[config.mk]
export PLATFORM = sky130hd
export DESIGN_NAME = vga_pmod_out
export DESIGN_NICKNAME = d
export VERILOG_FILES = /design/src/rtl/vga_pmod_out.sv
export SDC_FILE = /design/constraint.sdc
export NUM_CORES = 1
export LEC_CHECK = 0
export ABC_AREA = 0
export BUFFER_PORTS_ARGS = -buffer_cell sky130_fd_sc_hd__clkbuf_2
export CORE_ASPECT_RATIO = 2
export CORE_MARGIN = 2
export CORE_UTILIZATION = 32
export DETAILED_ROUTE_END_ITERATION = 10
export HOLD_SLACK_MARGIN = 0.15
export SYNTH_ARGS = -nofsm -noshare
export SYNTH_HDL_FRONTEND = slang
export SYNTH_SLANG_ARGS = --single-unit
[constraint.sdc]
create_clock -name clk -period 2.5 [get_ports clk]
set_input_delay 0.25 -clock clk [delete_from_list [all_inputs] [get_ports clk]]
set_output_delay 0.25 -clock clk [all_outputs]
set_load 0.01 [all_outputs]
[src/rtl/vga_pmod_out.sv]
// vga_pmod_out: registers the text renderer's syncs and monochrome pixel onto
// the TinyVGA PMOD bus. Colour is gated by an hsync cadence lock, and the
// foreground colour steps through an 8-entry palette driven by a frame counter.
module vga_pmod_out #(
    parameter int PAL_SHIFT = 5,
    parameter int WDOG_MAX  = 1023
) (
    input  logic       clk,
    input  logic       rst_n,
    input  logic       hsync_in,
    input  logic       vsync_in,
    input  logic       pix_in,
    output logic [7:0] uo_out,
    output logic       locked
);

    typedef enum logic {
        ACQUIRE = 1'b0,
        LOCKED  = 1'b1
    } state_t;

    localparam logic [9:0] WDOG_SAT = 10'(WDOG_MAX);

    state_t     state;
    state_t     state_nx;
    logic       armed;
    logic       armed_nx;
    logic       hs_prev;
    logic       vs_prev;
    logic [9:0] wdog;
    logic [7:0] frame_cnt;

    logic       hs_fall;
    logic       vs_fall;
    logic       wdog_sat;
    logic [2:0] pal_idx;
    logic [5:0] colour;

    // 6-bit RRGGBB palette entry for a 3-bit index
    function automatic logic [5:0] palette(input logic [2:0] idx);
        logic [5:0] c;
        case (idx)
            3'd0:    c = 6'b111111;
            3'd1:    c = 6'b110000;
            3'd2:    c = 6'b111100;
            3'd3:    c = 6'b001100;
            3'd4:    c = 6'b001111;
            3'd5:    c = 6'b000011;
            3'd6:    c = 6'b110011;
            default: c = 6'b101010;
        endcase
        return c;
    endfunction

    // Pack syncs and RRGGBB onto the PMOD pin order:
    // [0]R1 [1]G1 [2]B1 [3]VSYNC [4]R0 [5]G0 [6]B0 [7]HSYNC
    function automatic logic [7:0] pmod_pack(input logic hs, input logic vs,
                                             input logic [5:0] c);
        return {hs, c[0], c[2], c[4], vs, c[1], c[3], c[5]};
    endfunction

    assign hs_fall  = hs_prev & ~hsync_in;
    assign vs_fall  = vs_prev & ~vsync_in;
    assign wdog_sat = (wdog == WDOG_SAT);
    assign pal_idx  = frame_cnt[PAL_SHIFT+2:PAL_SHIFT];
    // Qualification uses the pre-update state, so a lock change shows up on
    // RGB from the next input cycle onward.
    assign colour   = (pix_in && state == LOCKED) ? palette(pal_idx) : 6'b000000;
    assign locked   = (state == LOCKED);

    // Lock acquisition / loss decisions from the current edge and watchdog
    always_comb begin
        state_nx = state;
        armed_nx = armed;
        case (state)
            ACQUIRE: begin
                if (hs_fall) begin
                    if (!armed) begin
                        armed_nx = 1'b1;
                    end else if (!wdog_sat) begin
                        state_nx = LOCKED;
                    end
                    // An edge after a saturated gap stays armed: it becomes
                    // the new first edge of the cadence.
                end
            end
            LOCKED: begin
                if (wdog_sat && !hs_fall) begin
                    state_nx = ACQUIRE;
                    armed_nx = 1'b0;
                end
            end
            default: begin
                state_nx = ACQUIRE;
                armed_nx = 1'b0;
            end
        endcase
    end

    // State, edge history, watchdog, frame counter and registered PMOD output
    always_ff @(posedge clk) begin
        if (!rst_n) begin
            state     <= ACQUIRE;
            armed     <= 1'b0;
            hs_prev   <= 1'b1;
            vs_prev   <= 1'b1;
            wdog      <= '0;
            frame_cnt <= '0;
            uo_out    <= 8'h88;
        end else begin
            state   <= state_nx;
            armed   <= armed_nx;
            hs_prev <= hsync_in;
            vs_prev <= vsync_in;

            if (hs_fall) begin
                wdog <= '0;
            end else if (!wdog_sat) begin
                wdog <= wdog + 10'd1;
            end

            if (vs_fall && state == LOCKED) begin
                frame_cnt <= frame_cnt + 8'd1;
            end

            uo_out <= pmod_pack(hsync_in, vsync_in, colour);
        end
    end

endmodule

After elaboration in Yosys (flattened, before gate mapping) --
Index checks and enable logic that the tools add are counted.
Word-level totals: register bits after elaboration 30, input bits 5, output and inout port bits 9
Operators by class: mux-type cells 9, equal/unequal tests 9, add/subtract/negate cells 2, bitwise logic cells 6, reduce and logical (&&, ||, !) cells 8
Operators with widths (number):
- 6-bit one-hot mux with 7 select lines | 1
- 10-bit by 1-bit adder with 10-bit output, second input constant | 1
- 10-bit == test, second input constant | 1
- 3-bit == test, second input constant | 3
- 8-bit by 1-bit adder with 8-bit output, second input constant | 1
- 3-bit by 2-bit == test with 1-bit output, second input constant | 2
- 1-bit 2-to-1 mux | 6
- 1-bit NOT | 4
- 1-bit one-hot mux with 2 select lines | 2
- 2-bit AND reduction | 2
- 3-bit by 1-bit == test with 1-bit output, second input constant | 1
- 1-bit logical AND | 3
- 3-bit logical NOT | 1
- 1-bit bitwise AND | 2
- 2-bit by 1-bit inequality test with 1-bit output, second input constant | 1
- 2-bit inequality test, second input constant | 1
- 2-bit OR reduction | 1
- 1-bit logical NOT | 1

Depth between registers and ports, before layout --
depth in word-level cells 6, gate-level depth with buffers 5

Least setup slack after synthesis --
OpenSTA, ideal clock, no wires.
path kind flip-flop to flip-flop, start reg wdog[0], end reg state, in the netlist locked, period minus slack after synthesis 1.427 ns, setup time 0.115 ns, arrival 1.312 ns, cell stages (with the launch flop) 6, path slack 1.073 ns, data required time 2.385 ns, cell sequence dfxtp_1 > ha_1 > nand4_1 > nor3_4 > a21boi_1 > o21a_1
On the way: word-level cells in the longest chain between the ends 5, elaborated cells on any way between the ends 7
Ends and longest elaborated chain:
- from (decl) | line 30 | logic [9:0] wdog;
- from (signal assigned) | line 119 | wdog <= wdog + 10'd1;
- 10-bit == test (*) | line 64 | assign wdog_sat = (wdog == WDOG_SAT);
- 1-bit 2-to-1 mux | line 80 | end else if (!wdog_sat) begin
- 1-bit 2-to-1 mux | line 78 | if (!armed) begin
- 1-bit 2-to-1 mux | line 77 | if (hs_fall) begin
- 1-bit one-hot mux with 2 select lines (*) | line 75 | case (state)
- to (signal assigned) | line 111 | state <= state_nx;
- to (decl) | line 24 | state_t state;
Mark *: on every way between the ends. The rest lies on a longest branch, timed or not. A chain may end at the register's enable or synchronous reset.

Worst setup path after layout --
Same ends and word-level chain as after synthesis.

==> summary.txt <==
CP Data Required Time: 2670 ps
Post-CTS resize count: 0
Crit path capture type: register
Async SR Flop Fraction: 0%
Worst path top cell family by delay: simple AND/OR/NAND/NOR gates
Largest net degree at the start of global routing: 16
Clock transition at path regs: 90 ps
Inserted Diodes: 0
TNS Setup: 0 ps
Max Cap Viol: 0
Peak VDD IR: 0.000393 V
RR Startpoint: wdog[0]$_SDFFE_PP0P_
Post-Syn Area: 1210 µm²
Core area: 3610 µm²
I/O Buffers: 13
Max Clk Rate: 0.620 GHz
Sink Count: 28
Synth top area cells: dfxtp_1 46%, nor2_1 5.3%, nor3_1 4.1%
Initial Utilization: 33.5%
Pwr Density: 565 nW/µm²
Worst path cell trace: ha_1, nand4_1, nor3_4, a21boi_1, o21a_1
TritonCTS clock tree: yes
Layout cell share with drive strength beyond 1: 18.2%
Cells after Synth: 130
Total track usage: 11.6%
Critical Path Start: wdog[0]$_SDFFE_PP0P_
Arr. time, crit path: 1790 ps
Fillers: 360
Routed Antenna Nets: 0
Final min period: 1610 ps
Unrepaired setup endpoints after global routing: false
Worst slew pin tran: 373 ps
DRC viols: 0
HP Class: in -> reg
Root Buffer: clkbuf_8
Power, Total: 0.000771 W
1st-pass router iterations: 4
Met2 wire len: 1160 µm
Sequential share of the synthesized area: 46.4%
Hold violation count in the final report: 0
Most common cell in the netlist: dfxtp_1
Vias/cell: 4.96
Top Metal Used: met4
Synth Area per Inst: 9.29 µm²
Max incr delay on CP: 380 ps
WL final: 2170 µm
# H-tree levels: 1
GPL Wtd Cong: 0.749
Fin nets: 151
Met1 Wirelength: 884 µm
Antenna violations before repair: 0
First-pass GRT wire length: 3750 µm
Yosys warning count: 0
Fin crit share: 64.5%
Final Skew: 3.97 ps
Crit Path Max Fanout: 7
Post-CTS setup buffers: 0
Top-area cell type share of the netlist area: 46.4%
Post-synth top cells: 28 x dfxtp_1, 17 x nor2_1, 10 x nor3_1
Startpoint Class: register
CP max-delay cell: dfxtp_1
Die Wd: 47.4 µm
Drt wl/cell: 11.3 µm
Post-DP Area: 1310 µm²
Layout area overhead: 13.2%
Post-CTS Hold Fix Bufs: 0
GR Overflow Total: 0
Final HPWL DP: 1690 µm
Place WS: 896 ps
Post-synth EDFFs: 0
Cell taking the most area after synthesis: dfxtp_1
Max Slew Vio Count: 0
Final WS setup: 887 ps
Vias: 952
Later-pin clock latency in the skew report: 270 ps
Final instance area: 1370 µm²
Most used DFF post-synth: dfxtp_1
Boundary Pins: 14
Hold path startpoint: hsync_in
# setup viols final: 0
Met3 Wirelength: 67 µm
FP Rows: 31
Die Y: 90.9 µm
DIE AREA: 4310 µm²
Vias in the first global route: 908
CP bufs+invs: 0
Critical Setup Path Class: reg -> reg
Netlist cell types: 36
WHS: 171 ps
CTS Buffer Depth: 2
Max-slew headroom: 75.1%
Iter 0 DRT Violations: 5
Syn_nets: 137
Status: finished, final reports clean
Pleak: 0.564 nW
Synth Register Bits: 28
Total CTS buffers: 3
==> per-stage QoR <==
stage	util, %	std cells
finish	37.9	192
global route	37.9	192
CTS	37.9	192
detailed placement	36.4	188
global placement	36.4	188
floorplan	-	130
==> final cells by class <==
class / instances / area, µm² / share of cell area, %
repair buffers: 13 / 65.1 / 4.76
well taps: 49 / 61.3 / 4.49
flip-flops and latches: 28 / 561 / 41.0
inverters: 1 / 3.75 / 0.275
clock buffers: 4 / 55.1 / 4.03
multi-input cells: 97 / 621 / 45.4
==> state kept, by name (all words and copies together), names as in the netlist <==
name       flops
armed          1
frame_cnt      8
locked         1
uo_out         8
wdog          10
==> final timing paths <==
check	to	slack [ps]	depth (start not counted)
worst max-delay path	locked$_SDFF_PN0_	890	5
worst min register to register	frame_cnt[3]$_SDFFE_PN0P_	520	2
worst max register to register	locked$_SDFF_PN0_	890	5
worst min-delay path	uo_out[7]$_SDFF_PN1_	170	2
==> cell families (layout without fill, tap and decap cells) <==
family                   after synthesis  after routing  synth area share [%]
AO/OA/AOI/OAI                         20             20                  11.0
AND/OR/NAND/NOR                       67             67                  32.3
buffers and inverters                  5             18                  2.18
flip-flops                            28             28                  46.4
adder cells (fa/ha/maj)                2              2                  2.07
XOR/XNOR                               6              6                  4.35
multiplexers                           2              2                  1.66
==> worst register-to-register path, cell delays in order, from the launching register on <==
cell      delay, ps
dfxtp_1         380
ha_1            270
nand4_1         230
nor3_4          340
a21boi_1        110
o21a_1          180
==> layout by cell type (no fill, tap or decap), types with 3 or more instances in the layout <==
cell | synthesis | layout
or3_1 | 4 | 4
nor2_1 | 17 | 17
nor3_1 | 10 | 10
a31oi_1 | 5 | 5
and3_2 | 3 | 3
clkbuf_8 | 0 | 4
nor3b_1 | 3 | 3
dfxtp_1 | 28 | 28
clkbuf_2 | 0 | 13
and2_1 | 4 | 4
xnor2_1 | 3 | 3
o21ai_0 | 5 | 5
nand2b_1 | 3 | 3
a21boi_0 | 3 | 3
xor2_1 | 3 | 3
nand2_1 | 8 | 8
==> metal layers <==
layer | vias to the layer above | GRT usage [%]
li1 | 485 | -
met1 | 447 | 12.2
met2 | 15 | 20.2
met3 | 5 | 1.40
met4 | 0 | 6.25
met5 | - | 0
==> report_power, final <==
part	total [W]	switching, W	leakage (nW)	internal, W
sequential	0.000462	0.00000769	0.227	0.000454
combinational	0.0000337	0.0000181	0.308	0.0000156
clock	0.000276	0.000135	0.0288	0.000141
total	0.000771	0.000160	0.564	0.000611
Power figures use the tool's default switching activity.
